**src/rtl/sevenseg_pkg.sv**
```systemverilog
// Shared definitions for the multiplexed 7-segment scan controller.
//   SEG_BLANK / SEG_0..SEG_F : active-low glyphs, bit order {a,b,c,d,e,f,g}
//   scan_state_t             : scan FSM states
//   seg_encode()             : nibble -> glyph; in decimal mode 10..15 decode to blank
package sevenseg_pkg;

  localparam logic [6:0] SEG_BLANK = 7'h7F;
  localparam logic [6:0] SEG_0 = 7'b0000001;
  localparam logic [6:0] SEG_1 = 7'b1001111;
  localparam logic [6:0] SEG_2 = 7'b0010010;
  localparam logic [6:0] SEG_3 = 7'b0000110;
  localparam logic [6:0] SEG_4 = 7'b1001100;
  localparam logic [6:0] SEG_5 = 7'b0100100;
  localparam logic [6:0] SEG_6 = 7'b0100000;
  localparam logic [6:0] SEG_7 = 7'b0001111;
  localparam logic [6:0] SEG_8 = 7'b0000000;
  localparam logic [6:0] SEG_9 = 7'b0000100;
  localparam logic [6:0] SEG_A = 7'b0001000;
  localparam logic [6:0] SEG_B = 7'b1100000;
  localparam logic [6:0] SEG_C = 7'b0110001;
  localparam logic [6:0] SEG_D = 7'b1000010;
  localparam logic [6:0] SEG_E = 7'b0110000;
  localparam logic [6:0] SEG_F = 7'b0111000;

  typedef enum logic [1:0] {
    IDLE  = 2'd0,
    BLANK = 2'd1,
    ON    = 2'd2
  } scan_state_t;

  function automatic logic [6:0] seg_encode(input logic [3:0] nibble, input logic hex_mode);
    logic [6:0] glyph;
    case (nibble)
      4'h0: glyph = SEG_0;
      4'h1: glyph = SEG_1;
      4'h2: glyph = SEG_2;
      4'h3: glyph = SEG_3;
      4'h4: glyph = SEG_4;
      4'h5: glyph = SEG_5;
      4'h6: glyph = SEG_6;
      4'h7: glyph = SEG_7;
      4'h8: glyph = SEG_8;
      4'h9: glyph = SEG_9;
      4'hA: glyph = SEG_A;
      4'hB: glyph = SEG_B;
      4'hC: glyph = SEG_C;
      4'hD: glyph = SEG_D;
      4'hE: glyph = SEG_E;
      default: glyph = SEG_F;
    endcase
    // Decimal mode shows nothing for 10..15 rather than a misleading letter.
    if (!hex_mode && nibble > 4'h9) glyph = SEG_BLANK;
    return glyph;
  endfunction

endpackage

```
**src/rtl/sevenseg_decoder.sv**
```systemverilog
// Combinational glyph decoder for one digit.
//   nibble   in  4  value to show
//   hex_mode in  1  1 = 0-F, 0 = 0-9 (10-15 blank)
//   blank    in  1  force all segments off (leading-zero suppression)
//   seg      out 7  active-low {a,b,c,d,e,f,g}
module sevenseg_decoder
  import sevenseg_pkg::*;
(
  input  logic [3:0] nibble,
  input  logic       hex_mode,
  input  logic       blank,
  output logic [6:0] seg
);

  always_comb begin
    seg = blank ? SEG_BLANK : seg_encode(nibble, hex_mode);
  end

endmodule

```
**src/rtl/sevenseg_scan_ctrl.sv**
```systemverilog
// N-digit multiplexed 7-segment scan controller.
// Each digit gets a slot of CLK_HZ/SCAN_HZ cycles: BLANK_CYCLES all-off (anti-ghost)
// followed by DWELL cycles where the digit is driven, PWM-gated by brightness.
// Digit data, hex_mode and lz_blank are snapshotted once per frame so a frame never tears.
// Optional feature macro: SEVENSEG_DP_EN adds dp_mask input and dp output.
// Ports:
//   clk, rst_n     clock, synchronous active-low reset
//   en             1 = scan, 0 = dark (restarts at digit 0 when raised)
//   digits         nibble i = digits[4i+3:4i], digit 0 least significant
//   hex_mode       1 = 0-F, 0 = 0-9 with 10-15 blank
//   lz_blank       suppress leading zeros (digit 0 always shown)
//   brightness     PWM duty, 15 = full on, 0 = off (sampled live)
//   dp_mask / dp   (SEVENSEG_DP_EN only) per-digit decimal point, dp active-low
//   an             active-low digit enables
//   seg            active-low {a,b,c,d,e,f,g}
//   frame_done     1-cycle pulse with the last ON cycle of the last digit
// All outputs are registered and lag the FSM state by one cycle.
module sevenseg_scan_ctrl
  import sevenseg_pkg::*;
#(
  parameter int NUM_DIGITS   = 4,
  parameter int CLK_HZ       = 100_000_000,
  parameter int SCAN_HZ      = 4_000,
  parameter int BLANK_CYCLES = 16
) (
  input  logic                    clk,
  input  logic                    rst_n,
  input  logic                    en,
  input  logic [4*NUM_DIGITS-1:0] digits,
  input  logic                    hex_mode,
  input  logic                    lz_blank,
  input  logic [3:0]              brightness,
`ifdef SEVENSEG_DP_EN
  input  logic [NUM_DIGITS-1:0]   dp_mask,
  output logic                    dp,
`endif
  output logic [NUM_DIGITS-1:0]   an,
  output logic [6:0]              seg,
  output logic                    frame_done
);

  localparam int SLOT  = CLK_HZ / SCAN_HZ;
  localparam int DWELL = SLOT - BLANK_CYCLES;
  localparam int CW    = $clog2(SLOT);
  localparam int IW    = $clog2(NUM_DIGITS);

  if (NUM_DIGITS < 2 || NUM_DIGITS > 8) begin : g_bad_digits
    $error("sevenseg_scan_ctrl: NUM_DIGITS must be 2..8");
  end
  // The BLANK state lasts at least one cycle, so a zero-length gap is not representable.
  if (BLANK_CYCLES < 1 || SLOT < BLANK_CYCLES + 16) begin : g_bad_slot
    $error("sevenseg_scan_ctrl: need BLANK_CYCLES >= 1 and SLOT >= BLANK_CYCLES+16");
  end

  scan_state_t             state;
  logic [IW-1:0]           idx;
  logic [CW-1:0]           cnt;
  logic [3:0]              pwm_cnt;
  logic [4*NUM_DIGITS-1:0] snap_digits;
  logic                    snap_hex;
  logic                    snap_lz;
`ifdef SEVENSEG_DP_EN
  logic [NUM_DIGITS-1:0]   snap_dp;
`endif

  logic [NUM_DIGITS-1:0]   lz_mask;
  logic                    zero_above;
  logic [3:0]              cur_nibble;
  logic [6:0]              dec_seg;
  logic                    lit;
  logic                    last_idx;

  // Walk from the most significant digit down: a digit is a leading zero while
  // every digit from it upward is zero. Digit 0 is never suppressed.
  always_comb begin
    zero_above = 1'b1;
    lz_mask    = '0;
    for (int i = NUM_DIGITS - 1; i >= 0; i--) begin
      zero_above = zero_above & (snap_digits[4*i +: 4] == 4'h0);
      lz_mask[i] = snap_lz & zero_above & (i != 0);
    end
  end

  always_comb begin
    cur_nibble = snap_digits[4*idx +: 4];
    lit        = (brightness == 4'hF) | (pwm_cnt < brightness);
    last_idx   = (idx == IW'(NUM_DIGITS - 1));
  end

  sevenseg_decoder u_decoder (
    .nibble   (cur_nibble),
    .hex_mode (snap_hex),
    .blank    (lz_mask[idx]),
    .seg      (dec_seg)
  );

  always_ff @(posedge clk) begin
    if (!rst_n) begin
      state       <= IDLE;
      idx         <= '0;
      cnt         <= '0;
      pwm_cnt     <= '0;
      snap_digits <= '0;
      snap_hex    <= 1'b0;
      snap_lz     <= 1'b0;
      an          <= '1;
      seg         <= SEG_BLANK;
      frame_done  <= 1'b0;
`ifdef SEVENSEG_DP_EN
      snap_dp     <= '0;
      dp          <= 1'b1;
`endif
    end else begin
      // Outputs: decoded from the current state; en is used live so dropping
      // it darkens the display on the very next cycle.
      an         <= '1;
      seg        <= SEG_BLANK;
      frame_done <= 1'b0;
`ifdef SEVENSEG_DP_EN
      dp         <= 1'b1;
`endif
      if (en && state == ON) begin
        seg <= dec_seg;
        if (lit) begin
          an <= ~(NUM_DIGITS'(1) << idx);
`ifdef SEVENSEG_DP_EN
          dp <= ~snap_dp[idx];
`endif
        end
      end

      // Next state.
      if (!en) begin
        state   <= IDLE;
        idx     <= '0;
        cnt     <= '0;
        pwm_cnt <= '0;
      end else begin
        case (state)
          IDLE: begin
            state       <= BLANK;
            idx         <= '0;
            cnt         <= '0;
            snap_digits <= digits;
            snap_hex    <= hex_mode;
            snap_lz     <= lz_blank;
`ifdef SEVENSEG_DP_EN
            snap_dp     <= dp_mask;
`endif
          end
          BLANK: begin
            if (cnt == CW'(BLANK_CYCLES - 1)) begin
              state   <= ON;
              cnt     <= '0;
              pwm_cnt <= '0;
            end else begin
              cnt <= cnt + 1'b1;
            end
          end
          ON: begin
            pwm_cnt <= pwm_cnt + 4'd1;
            if (cnt == CW'(DWELL - 1)) begin
              state <= BLANK;
              cnt   <= '0;
              if (last_idx) begin
                idx         <= '0;
                frame_done  <= 1'b1;
                snap_digits <= digits;
                snap_hex    <= hex_mode;
                snap_lz     <= lz_blank;
`ifdef SEVENSEG_DP_EN
                snap_dp     <= dp_mask;
`endif
              end else begin
                idx <= idx + 1'b1;
              end
            end else begin
              cnt <= cnt + 1'b1;
            end
          end
          default: state <= IDLE;
        endcase
      end
    end
  end

endmodule

```
**config.mk**
```make
export PLATFORM = sky130hd
export DESIGN_NAME = sevenseg_scan_ctrl
export DESIGN_NICKNAME = d
export VERILOG_FILES = /design/src/rtl/sevenseg_pkg.sv /design/src/rtl/sevenseg_decoder.sv /design/src/rtl/sevenseg_scan_ctrl.sv
export SDC_FILE = /design/constraint.sdc
export NUM_CORES = 1
export LEC_CHECK = 0
export CAP_MARGIN = 20
export CORE_MARGIN = 2
export CORE_UTILIZATION = 50
export DETAILED_ROUTE_END_ITERATION = 8
export GPL_ROUTABILITY_DRIVEN = 0
export PLACE_DENSITY_LB_ADDON = 0.12
export SETUP_SLACK_MARGIN = 0.1
export SYNTH_ARGS = -nofsm -noshare
export SYNTH_HDL_FRONTEND = slang
export SYNTH_SLANG_ARGS = --single-unit
```
**constraint.sdc**
```tcl
create_clock -name clk -period 5.5 [get_ports clk]
set_input_delay 1.1 -clock clk [delete_from_list [all_inputs] [get_ports clk]]
set_output_delay 1.1 -clock clk [all_outputs]
set_load 0.005 [all_outputs]
```
# Yosys cells after proc, flatten, opt, wreduce, memory -nomap -nowiden

Memory sizes are Yosys's and may differ from the RTL's. A register that Yosys moved wholly into a read port is not among the register bits.
Cells that the tools add are included.

Bits in registers: 46
Bits in latches: 0
RAM bits: 0
Memory bits (read-only): 112
Output and inout port bits: 12
Word-level logic and storage cells: 77
Memories: 1

Memories:

| name             | words | bits a word | rd ports | clocked after Yosys merged registers in | wr ports | line               | text |
|---|---|---|---|---|---|---|---|
| (name not given) | 16    | 7           | 1        | 1                                       | 0        | sevenseg_pkg.sv:33 | `case (nibble)` |

$add $sub $neg: 3
Multipliers: 0
Divide/modulo/power cells: 0
Order comparisons: 3
Equality and inequality tests: 9
Shift operators: 2
Muxes and demuxes: 23
Bitwise logic cells: 9
Reductions and logical operators: 18

Operators by type and width:

| cell                                                             | number |
|---|---|
| 15-bit case mux with 3 select lines                              | 1 |
| 16-bit 2-to-1 mux                                                | 2 |
| 16-bit case mux with 2 select lines                              | 1 |
| 15-bit 2-to-1 mux                                                | 2 |
| 16-bit by 5-bit indexed part select with 4-bit output            | 1 |
| 15-bit by 1-bit adder with 15-bit output, second input constant  | 1 |
| 15-bit == test, second input constant                            | 1 |
| 15-bit by 4-bit == test with 1-bit output, second input constant | 1 |
| 4-bit logical NOT                                                | 3 |
| 2-bit 2-to-1 mux                                                 | 4 |
| 4-bit case mux with 2 select lines                               | 1 |
| 2-bit AND reduction                                              | 4 |
| 4-bit AND reduction                                              | 2 |
| 1-bit 2-to-1 mux                                                 | 6 |
| 2-bit case mux with 3 select lines                               | 1 |
| 1-bit AND                                                        | 5 |
| 4-bit by 1-bit adder with 4-bit output, second input constant    | 1 |
| 2-bit == test, second input constant                             | 2 |
| 4-bit == test, second input constant                             | 1 |
| 4-bit > comparator, second input constant                        | 1 |
| 4-bit < comparator                                               | 1 |
| 4-bit 2-to-1 mux                                                 | 1 |
| 2-bit != test, second input constant                             | 2 |
| 4-bit inverter                                                   | 1 |
| 17 further kinds                                                 | 21 |

# Logic depth before layout (Yosys ltp)

Depth after elaboration: 7
Mapped depth: 9
Depth with buffers taken out: 8

# Hierarchy

From an unflattened synthesis, not the netlist that was laid out.

Cell total of the unflattened synthesis: 328
Area, all modules: 2872.8 µm²

By module, submodules not included:

| module             | times used | cells an instance | area each (µm²) | seq. area each (µm²) |
|---|---|---|---|---|
| sevenseg_scan_ctrl | 1          | 288               | 2533.7          | 1061.0 |
| sevenseg_decoder   | 1          | 40                | 339.1           | 0.0 |

# Least setup slack after synthesis

Ideal clock, no wire load.

Path type: flip-flop to flip-flop
Start point: reg idx[0]
End point: reg seg[6]
Arrival time: 2278 ps
Data required time: 5334 ps
Slack: 3057 ps
Cell stages (with the launch flop): 10
Path buffers: 1
Clock period less this slack: 2443 ps
Path through: dfxtp_1 > clkbuf_1 > mux4_2 > inv_1 > ha_1 > nor2_1 > nor2_1 > nor3_1 > nor3_1 > o311ai_0

Longest elaborated chain between the ends: 4
Elaborated cells on any way between the ends: 6

RTL lines:

| what                                                  | line                      | text |
|---|---|---|
| start, declared                                       | sevenseg_scan_ctrl.sv:56  | `logic [IW-1:0] idx;` |
| start signal, assigned                                | sevenseg_scan_ctrl.sv:175 | `idx <= idx + 1'b1;` |
| 16-bit by 5-bit indexed part select with 4-bit output | sevenseg_scan_ctrl.sv:85  | `cur_nibble = snap_digits[4*idx +: 4];` |
| 4-bit > comparator                                    | sevenseg_pkg.sv:52        | `if (!hex_mode && nibble > 4'h9) glyph = SEG_BLANK;` |
| 1-bit logical AND                                     | sevenseg_pkg.sv:52        |  |
| 4-bit OR reduction (no source line)                   | n/a                       |  |
| end, declared                                         | sevenseg_scan_ctrl.sv:38  | `output logic [6:0] seg,` |

Several ways; a longest one is shown, not always the timed one. The select of a mux whose other input is x is not followed.
A chain may end at the register's enable or synchronous reset.

# Final worst setup path

Start point: in rst_n
End point: reg seg[6]

Longest elaborated chain between the ends: 2

RTL lines:

| what                                | line                     | text |
|---|---|---|
| start, declared                     | sevenseg_scan_ctrl.sv:27 | `input logic rst_n,` |
| 1-bit inverter (no source line)     | n/a                      |  |
| 4-bit OR reduction (no source line) | n/a                      |  |

No other way between the ends.

==> impl_metrics.csv <==
group,metric,value,unit
global_route,grtUsageTotal,19.3,%
synthesis,syn_inst,325,
global_route,grt_pass1_wl,9720,um
floorplan,io_pins,37,
timing,holdWs,0.478,ns
clocking,insertion_delay,0.30,ns
placement,port_buffers,36,
cells_and_area,diodes,0,
detailed_routing,post-route-drc-count,0,
worst_setup_path,cp.required,5.64,ns
clocking,cts_htree_levels,2,
clocking,cts_buffers,5,
detailed_routing,wl,5560,um
detailed_routing,wire_per_inst,13.0,um
timing,worstMarginPinSlew,0.683,ns
synthesis,synthDistinctLibCells,46,
global_route,gr-total-overflow,0,
timing,max-slew-margin-rel,54.1,%
timing,timing.final.hold_violations,0,
cells_and_area,final_nets,399,
clocking,cts_buffer_depth,2,
detailed_routing,drtIter0Drc,76,
floorplan,fp-row-count,27,
timing,period_share,58.5,%
synthesis,synth_edf_count,0,
detailed_routing,final_antenna_net_count,0,
cells_and_area,fin_cells,427,
clocking,ctsRootBufferMaster,"clkbuf_8",
clocking,numClockSinks,53,
run,cap_violations,0,
synthesis,synth_seq_cells,53,
timing,slew_viol_final,0,
worst_setup_path,cp_max_fo,38,
global_route,grt_pass1_vias,2192,
clocking,cts-hold-fix-buffers,0,
synthesis,ys_seq_area_share,38.2,%
timing,skew,0.00680,ns
clocking,clkTransAtPathRegs,0.10,ns
detailed_routing,first_pass_iters,4,
pwr,vdd_ir_drop_max,0.117,mV
timing,tns,0,ns
placement,dpl.cell_count,418,
global_route,antenna_found_initial,0,
cells_and_area,design_area,3310,um2
synthesis,async_flop_share,0,%
timing,grt_setup_unrepaired,"false",
synthesis,netlist_area,2780,um2
cells_and_area,post_route_cells_drive_above_1_share,5.92,%
clocking,cts_tree,"yes",
synthesis,syn_nets,370,
synthesis,ys.warnings.count,0,
detailed_routing,vias_per_cell,5.54,
worst_setup_path,criticalPathCategory,"input pin to flop",
synthesis,ys.flop_type,"dfxtp_1",
worst_setup_path,end_kind,"flop",
worst_setup_path,arrival,3.35,ns
floorplan,dieArea,6170,um2
timing,fin_crit,3.22,ns
pwr,power_density,233,nW/um2
timing,fmax,311,MHz
floorplan,core,5440,um2
synthesis,postSynthAreaPerCell,8.55,um2
pwr,power,0.769,mW
global_route,grt_max_degree,39,
clocking,cts.repair.resized,0,
floorplan,initial_core_util,51.1,%
hold_path,hold_class,"flop to flop",
timing,setup_viol,0,
worst_setup_path,critPathLaunchType,"input pin",
floorplan,die_h,78.6,um
clocking,postCtsSetupBuffers,0,
floorplan,die_w,78.6,um
placement,dp_hpwl,4060,um
detailed_routing,via_count,2366,
placement,placedInstanceArea,3180,um2
outcome,status,"completed",
cells_and_area,area_growth,18.9,%
pwr,power.leakage,1.18,nW
## power breakdown
group	total, mW	internal [mW]	switching [mW]
registers	0.406	0.396	0.00923
clock network	0.264	0.137	0.127
logic	0.0997	0.0447	0.0550
## per-layer routing
metal  track usage [%]  share of wire [%]
met5                 0                  0
met4              7.72               0.56
met3              3.33                3.8
met2              31.2                 46
met1              25.4                 49
## state kept, by name, summed over array words and instances, names as in the netlist
signal       count
seg              7
snap_hex         1
pwm_cnt          4
cnt             15
snap_lz          1
frame_done       1
snap_digits     16
idx              2
state            2
an               4
## path summary, 6_finish.rpt
| check | end | slack, ns | startpoint | cells after the start |
|---|---|---|---|---|
| setup reg to reg | seg[6] | 2.70 | idx[0] | 8 |
| hold reg to reg | snap_hex | 0.48 | snap_hex | 2 |
| hold / removal | snap_hex | 0.48 | snap_hex | 2 |
| setup / recovery | seg[6] | 2.28 | rst_n | 6 |
## logic make-up (layout without fill, tap and decap cells)
family | Yosys count | after routing | share of synthesized area, %
compound gates | 64 | 64 | 15.0
fa+ha+maj | 20 | 20 | 9.00
buf+inv | 30 | 60 | 4.10
flops | 53 | 53 | 38.2
mux | 14 | 14 | 6.48
simple gates | 136 | 136 | 24.7
xor+xnor | 8 | 8 | 2.52
## cell type report
class / count / area, um2
Clock buffer: 6 / 72.6
Clock inverter: 2 / 38.8
Fill cell: 484 / 2130
Inverter: 14 / 52.6
Multi-Input combinational cell: 242 / 1610
Sequential cell: 53 / 1060
Tap cell: 72 / 90.1
Timing Repair Buffer: 38 / 383
## layout by cell type (no fill, tap or decap), types with 5 or more instances in the layout
| master | n |
|---|---|
| mux2i_1 | 9 |
| nor2_1 | 19 |
| xor2_1 | 6 |
| ha_1 | 20 |
| nor3_1 | 12 |
| a21oi_1 | 12 |
| inv_1 | 14 |
| clkdlybuf4s50_1 | 36 |
| dfxtp_1 | 53 |
| clkbuf_8 | 5 |
| nand2_1 | 41 |
| nand3_1 | 32 |
| nand2b_1 | 6 |
| o211ai_1 | 7 |
| o21ai_0 | 25 |
## critical path, stage by stage
cell and delay [ns]:
clkdlybuf4s50_1 0.46, buf_4 0.32, and2_1 0.43, nand2_1 0.15, nor3_1 0.60, o311ai_0 0.27
## stage by stage
step           worst slack (ns)  util (%)
2_1_floorplan              3.06         -
3_3_place_gp               2.04      58.5
3_5_place_dp               1.94      58.5
4_1_cts                    2.27      60.5
5_1_grt                    2.09      60.8
6_report                   2.28      60.8
## cell usage after synthesis, drive strengths merged (7+ instances only)
| cell type | instances | area (um2) |
|---|---|---|
| dfxtp | 53 | 1060 |
| nand2 | 41 | 154 |
| nand3 | 32 | 160 |
| o21ai | 27 | 139 |
| ha | 20 | 250 |
| nor2 | 19 | 71.3 |
| inv | 14 | 52.6 |
| a21oi | 13 | 68.8 |
| clkbuf | 13 | 48.8 |
| nor3 | 12 | 60.1 |
| mux2i | 9 | 90.1 |
| o211ai | 7 | 52.6 |
(Power assumes the default switching activity.)
==> patch (same flow settings) <==
Reset style: asynchronous (`rst_n`), changed in one clocked block. Comments in the files are not updated.
--- a/src/rtl/sevenseg_scan_ctrl.sv
+++ b/src/rtl/sevenseg_scan_ctrl.sv
@@ -96,3 +96,3 @@
 
-  always_ff @(posedge clk) begin
+  always_ff @(posedge clk or negedge rst_n) begin
     if (!rst_n) begin
Behaviour: same outputs for any inputs over 10 cycles, from zero or initial values and one cycle with rst_n low; that may be too few to reach the edited logic, so the function may still have changed.
==> patch against the unedited design <==
- count of clock-buffer cells in the layout is 1 lower
- synthesized area is 12% higher
- core utilization is 0.49 points lower
- worst setup slack better by 0.27 ns
- register-to-register slack better by 0.19 ns
- global-route usage is 0.31 points higher
- design area is 8.6% higher
- sequential cell count stayed put
- routed wire length is 15% higher
- highest routed layer unchanged
Power is not compared: it rests on default switching activity, and its combinational part moved more than twofold at a synthesized area within 25%.
==> patch: results (changes against the unedited design) <==
* Outcome: complete, no violations
* Routed WL per cell at 16.0 um (+23%)
* Critical path's slowest cell: clkdlybuf4s50_1
* Synth top cells by count: dfrtp_1, nand2_1, ha_1
* DRT Pass-1 Iters at 4 (unchanged)
* IO buf count at 36 (unchanged)
* First-pass GRT wire length at 11.1 mm (+14%)
* H-tree depth at 2 (unchanged)
* Ranking of synthesized cells by area: dfrtp_1, dfstp_2, ha_1, mux2_2, mux4_2
* Placed Area at 3500 um2 (+10%)
* Setup bufs post-CTS at 0 (unchanged)
* Wire length on met2 at 3.09 mm (+20%)
* Worst r2r src: idx[0]
* Nets at 368 (-7.8%)
* Met1 Wirelength at 2.95 mm (+7.7%)
* Wire length on met3 at 259 um (+21%)
* Ant diodes at 0 (unchanged)
* Largest net degree at the start of global routing at 54 (+38%)
* Post-Syn Nets at 337 (-8.9%)
* Sequential share of the synthesized area at 0.431 (+0.0495)
* Clk slew on worst S/H paths at 0.11 ns
* Via/cell ratio at 5.89 (+6.4%)
* Layout Skew at 0.00573 ns (-0.00107 ns)
* Part of the power in registers at 0.420
* Comb. pwr at 518 uW
* Synth cell types at 50 (+8.7%)
* Arr. time, crit path at 3.19 ns (-0.16 ns)
* Post-synth top area cell: dfrtp_1
* Peak supply drop at 182 uV
* Ys async rst share at 1.00 (+1.00)
* Worst hold start: snap_digits[3]
* Top Layer Used: met4
* Layout cell share with drive strength beyond 1 at 0.164 (+0.104)
* M1 GR Usage at 0.275 (+0.0207)
* Routing usage on met3 at 0.0408 (+0.00742)
* Max incr delay on CP at 0.70 ns (+0.10 ns)
* Overall Power at 1300 uW
* Slew margin rel. at 0.546 (+0.00467)
* Total GRT Usage at 0.196 (+0.00311)
* Biggest regs: snap_digits (16), cnt (15), seg (7)
* Drt initial violations at 123 (+62%)
* Family with the most delay on the worst path: buffers and inverters
* Clock Latency Late Sink at 0.32 ns (+0.02 ns)
* Number of global-route vias before repair at 2276 (+3.8%)
* Met2 usage at 0.309 (-0.00331)
* Worst-path fanout max at 18 (-53%)
* Hpwl dp at 4.61 mm (+13%)
* CP startpoint: en
-- patch: cell types whose count changed after synthesis, sizes merged, moves of 9 or more --
cell,delta
dfstp,+11
nand3,-21
dfrtp,+42
nor3,-10
mux2,+17
o21ai,-17
dfxtp,-53
nor2b,+9
nand2,-12
-- patch: area by class of cell --
cell class,instances,area (um2)
fill,558,2360
multi-input combinational,211,1640
sequential,53,1340
timing repair buffer,38,370
tap,75,93.8
clock buffer,5,68.8
inverter,14,52.6
clock inverter,3,26.3
-- patch: path summary, 6_finish.rpt --
| path | to | slack (ns) | cells past startpoint |
|---|---|---|---|
| setup / recovery | cnt[14] | 2.55 | 7 |
| hold / removal | snap_digits[3] | 0.51 | 1 |
| max in group asynchronous | snap_lz | 4.14 | 2 |
| setup reg to reg | seg[2] | 2.89 | 8 |
| hold reg to reg | snap_digits[3] | 0.51 | 1 |
| min in group asynchronous | cnt[8] | 0.87 | 2 |
-- patch: per-stage QoR --
stage | setup slack [ns] | instances | utilization
3_5_place_dp | 2.21 | 391 | 0.587
4_1_cts | 2.53 | 399 | 0.603
6_report | 2.55 | 399 | 0.603
5_1_grt | 2.30 | 399 | 0.603
2_1_floorplan | 3.24 | 292 | -
3_3_place_gp | 2.33 | 391 | 0.587
-- patch: logic make-up after synthesis --
family,synth area share
buf+inv,0.0411
xor+xnor,0.00846
compound gates,0.136
flops,0.431
mux,0.118
fa+ha+maj,0.0805
simple gates,0.185
-- patch: worst reg2reg max path: stages, from the launching register on --
cell and delay, ns:
dfrtp_1 0.61, mux4_2 0.65, inv_1 0.19, ha_1 0.27, nor2_1 0.07, nor2_1 0.08
nor3b_1 0.08, a311oi_4 0.35, o221ai_1 0.21
